===== config.mk =====
export PLATFORM = sky130hd
export DESIGN_NAME = rr_arb_mux
export DESIGN_NICKNAME = d
export VERILOG_FILES = /design/src/rtl/rr_arb_mux.sv
export SDC_FILE = /design/constraint.sdc
export NUM_CORES = 1
export LEC_CHECK = 0
export BUFFER_PORTS_ARGS = -buffer_cell sky130_fd_sc_hd__buf_2
export CAP_MARGIN = 20
export CORE_ASPECT_RATIO = 0.7
export CORE_MARGIN = 2
export CORE_UTILIZATION = 42
export DETAILED_ROUTE_END_ITERATION = 12
export GPL_ROUTABILITY_DRIVEN = 0
export HOLD_SLACK_MARGIN = 0.03
export PLACE_DENSITY_LB_ADDON = 0.08
export SKIP_CTS_REPAIR_TIMING = 1
export SLEW_MARGIN = 20
export SYNTH_ARGS = -nofsm -noshare
export SYNTH_HDL_FRONTEND = slang
export SYNTH_SLANG_ARGS = --single-unit

===== constraint.sdc =====
create_clock -name clk -period 2.75 [get_ports clk]
set_input_delay 0.4125 -clock clk [delete_from_list [all_inputs] [get_ports clk]]
set_output_delay 0.4125 -clock clk [all_outputs]
set_load 0.02 [all_outputs]

===== src/rtl/rr_arb_mux.sv =====
// rr_arb_mux: N_CH-input arbiter feeding a single registered output slot.
// MODE=0 picks the lowest-indexed requester; MODE=1 rotates priority with a
// pointer that advances past the channel that last won. One word per cycle
// sustained: the slot can drain and refill on the same edge.
module rr_arb_mux #(
  parameter int N_CH = 4,
  parameter int DW   = 8,
  parameter int MODE = 1
) (
  input  logic                     clk,
  input  logic                     rst_n,
  input  logic [N_CH-1:0]          in_valid,
  input  logic [N_CH*DW-1:0]       in_data,
  output logic [N_CH-1:0]          in_ready,
  output logic                     out_valid,
  output logic [DW-1:0]            out_data,
  output logic [$clog2(N_CH)-1:0]  out_ch,
  input  logic                     out_ready
);

  localparam int CW = $clog2(N_CH);

  logic [CW-1:0]   ptr;
  logic [N_CH-1:0] grant;
  logic [CW-1:0]   gnt_idx;
  logic            any_req;
  logic            slot_open;
  logic            in_xfer;
  logic [DW-1:0]   sel_data;
  logic            found;
  int              base;
  int              idx;

  // Priority search starting at ptr (or 0 in fixed mode), wrapping once.
  always_comb begin
    grant   = '0;
    gnt_idx = '0;
    found   = 1'b0;
    idx     = 0;
    base    = (MODE == 1) ? int'(ptr) : 0;
    for (int k = 0; k < N_CH; k++) begin
      idx = base + k;
      if (idx >= N_CH) idx = idx - N_CH;
      if (!found && in_valid[idx]) begin
        found        = 1'b1;
        grant[idx]   = 1'b1;
        gnt_idx      = CW'(idx);
      end
    end
  end

  // Handshake qualifiers; rst_n gating keeps in_ready low during reset.
  always_comb begin
    any_req   = |in_valid;
    slot_open = rst_n && (!out_valid || out_ready);
    in_xfer   = slot_open && any_req;
    in_ready  = grant & {N_CH{slot_open}};
    sel_data  = in_data[gnt_idx*DW +: DW];
  end

  // Output slot: refill whenever open, hold data/index when nothing arrives.
  always_ff @(posedge clk or negedge rst_n) begin
    if (!rst_n) begin
      out_valid <= 1'b0;
      out_data  <= '0;
      out_ch    <= '0;
    end else if (slot_open) begin
      out_valid <= any_req;
      if (any_req) begin
        out_data <= sel_data;
        out_ch   <= gnt_idx;
      end
    end
  end

  // Round-robin pointer moves only on an accepted input word.
  always_ff @(posedge clk or negedge rst_n) begin
    if (!rst_n) begin
      ptr <= '0;
    end else if (MODE == 1 && in_xfer) begin
      if (gnt_idx == CW'(N_CH - 1)) ptr <= '0;
      else                          ptr <= gnt_idx + CW'(1);
    end
  end

endmodule


==> impl_metrics.tcl <==
set metrics [dict create \
    area_growth_pct 40.5 \
    crit_fanout 5 \
    power_mw 2.15 \
    cts_max_path_buffers 2 \
    drv_slew 0 \
    instances_no_fill 207 \
    dpl.cell_count 201 \
    finalHoldViolCount 0 \
    numClockSinks 13 \
    crit_chain "inv_2 -> ha_4 -> mux4_2 -> nor4_4 -> buf_4 -> a221oi_2 -> nor2_1 -> buf_4" \
    yosysUniqueCellTypes 31 \
    ios 54 \
    synth_area_leaders "dfrtp_1 (28%), mux2i_1 (15%), o221ai_2 (9.2%), nand2_1 (4.6%), ha_1 (4.4%)" \
    synth_cells 113 \
    start_util_pct 45.5 \
    synth_top_cell_by_area "dfrtp_1" \
    critPathKind "flip-flop to output port" \
    synthArstFlopShare_pct 100 \
    cts-root-buf "clkbuf_8" \
    num_rows 15 \
    die-area_mm2 0.00316 \
    max_stage_delay_ns 0.60 \
    grt_max_degree 20 \
    die_h_um 47.7 \
    reg2reg_from "ptr[0]" \
    htree_levels 1 \
    period_needed_ns 2.81 \
    clkLatencyLatePin_ns 0.24 \
    synth_xor_xnor_area_share_pct 0.766 \
    synth_ff_type "dfrtp_1" \
    peakVddDrop_mv 0.557 \
    cpMaxStageDelayCell "mux4_2" \
    synth_edf_count 0 \
    finalSetupViolations 4 \
    maxCapViolCount 0 \
    layout_common_cells "buf_2 (49), mux2i_1 (17), nand2_1 (14), dfrtp_1 (13), buf_4 (12)" \
    hp-class "input port to asynchronous set/reset pin" \
    synth_compound_area_share_pct 23.9 \
    clock_skew_ns 0.00182 \
    wirelength_um 3080 \
    pre_cts_ws_ns 0.114 \
    overflow 0 \
    final_nets 217 \
    grt_pass1_vias 966 \
    fmaxAchievable_mhz 355 \
    power_density_mw_per_mm2 1340 \
    antennaDiodeCount 0 \
    maxSlewHeadroom_pct 73.5 \
    chipWidth_um 66.4 \
    tightest_slew_ns 0.398 \
    rsz0062_at_grt "true" \
    drive_gt1_share_pct 52.0 \
    yosys-mux-area-fraction_pct 22.1 \
    synth-seq-area-share_pct 28.4 \
    viasPerCell 5.39 \
    cp.arrival_ns 2.40 \
    synth-adder-area-share_pct 4.38 \
    grt_pass1_wl_um 4350 \
    mostFrequentLayoutCell "buf_2" \
    violations "setup timing" \
    yosysTopAreaCellShare_pct 28.4 \
    drt_first_pass_iters 4 \
    cp.required_ns 2.34 \
    grt_antenna_before_repair 0 \
    route.detailed.drc 0 \
    core_area_mm2 0.00251 \
    end_kind "output port" \
    p_leak_nw 0.769 \
    finalCritPeriodShare_pct 102 \
    syn_nets 156 \
    postSynthAreaPerCell_um2 10.1 \
    drt_iter0_markers 26 \
    path_common_cell "buf_4" \
    dp_hpwl_um 2260 \
    synth_simple_gate_area_share_pct 13.7 \
    fin_ws_ns -0.0640 \
    numPortBuffers 53 \
    path_clk_slew_ns 0.05 \
    critPathLaunchType "flip-flop" \
    tritoncts "yes" \
    cts_made_buffers 3 \
    ys_ff_latch 13 \
    grt.total_usage_pct 18.9 \
    synth_top_family_by_area "compound AO/OA/AOI/OAI gates" \
    wire_per_inst_um 14.9 \
    num_vias 1115 \
    ant_nets 0 \
    synth_warnings 0 \
    cp-startpoint "ptr[0]" \
    synth_area_mm2 0.00114 \
    outcome "finished, violations left" \
]
## path summary, 6_finish.rpt
path                            slack, ns           to  cells past startpoint
max in group asynchronous            2.47  out_data[4]                      1
worst min-delay path                 0.05       ptr[0]                      1
worst max-delay path                -0.06  in_ready[3]                      8
worst max register to register       0.17  out_data[2]                      8
worst min register to register       0.49  out_data[7]                      2
min in group clk                     0.46  out_data[3]                      3
## flip-flops by register name (all words and copies together), names as in the netlist
name	count
out_ch	2
out_data	8
out_valid	1
ptr	2
## cell usage after synthesis (all sizes together), types with 3 or more instances
| library cell | count |
|---|---|
| nor2 | 8 |
| ha | 4 |
| o21ai | 6 |
| dfrtp | 13 |
| mux2i | 17 |
| buf | 6 |
| mux4 | 3 |
| inv | 6 |
| nand2 | 14 |
| o221ai | 8 |
| a22oi | 4 |
| a221oi | 4 |
| nand2b | 3 |
## worst max-delay path: cells and delay by family (launching register included)
family	cells	cell delay, ns
compound gates	1	0.06
fa+ha+maj	1	0.27
buf+inv	3	0.41
flops	1	0.35
mux	1	0.60
simple gates	2	0.45
## metal layers
| metal | global-route usage, % | share of wire [%] | routed length (µm) | vias up |
|---|---|---|---|---|
| li1 | - | - | - | 554 |
| met1 | 25.1 | 45 | 1390 | 510 |
| met2 | 30.6 | 47 | 1460 | 48 |
| met3 | 5.88 | 6.9 | 212 | 3 |
| met4 | 4.90 | 0.49 | 15 | 0 |
| met5 | 0 | 0 | 0 | - |
## kinds of logic (layout without fill, tap and decap cells)
family | Yosys count | after routing
flops | 13 | 13
buf+inv | 13 | 73
mux | 21 | 21
xor+xnor | 1 | 1
compound gates | 30 | 30
simple gates | 31 | 31
fa+ha+maj | 4 | 4
## layout make-up
| type | count | area [µm²] |
|---|---|---|
| repair buffers | 63 | 367 |
| flip-flops and latches | 13 | 325 |
| fillers | 226 | 908 |
| inverters | 6 | 22.5 |
| well taps | 34 | 42.5 |
| multi-input cells | 87 | 805 |
| clock buffers | 4 | 45.0 |
## report_power, final
part / internal, mW / total [mW] / leakage (nW) / switching [mW]
Clock: 0.102 / 0.170 / 0.0228 / 0.0679
Combinational: 0.754 / 1.65 / 0.587 / 0.892
Sequential: 0.283 / 0.333 / 0.159 / 0.0493
## per-stage QoR
step / TNS, ns / hold WS [ns] / instance area, µm² / util [%]
after detailed placement: 0 / 0.319 / 1490 / 59.2
final: -0.205 / 0.0514 / 1610 / 63.9
after CTS: -0.0204 / 0.0553 / 1530 / 60.9
after floorplan: 0 / 0.117 / 1150 / -
after global placement: 0 / 0.317 / 1490 / 59.2
after global routing: -0.699 / 0.0701 / 1610 / 63.9
(Power assumes the default switching activity.)
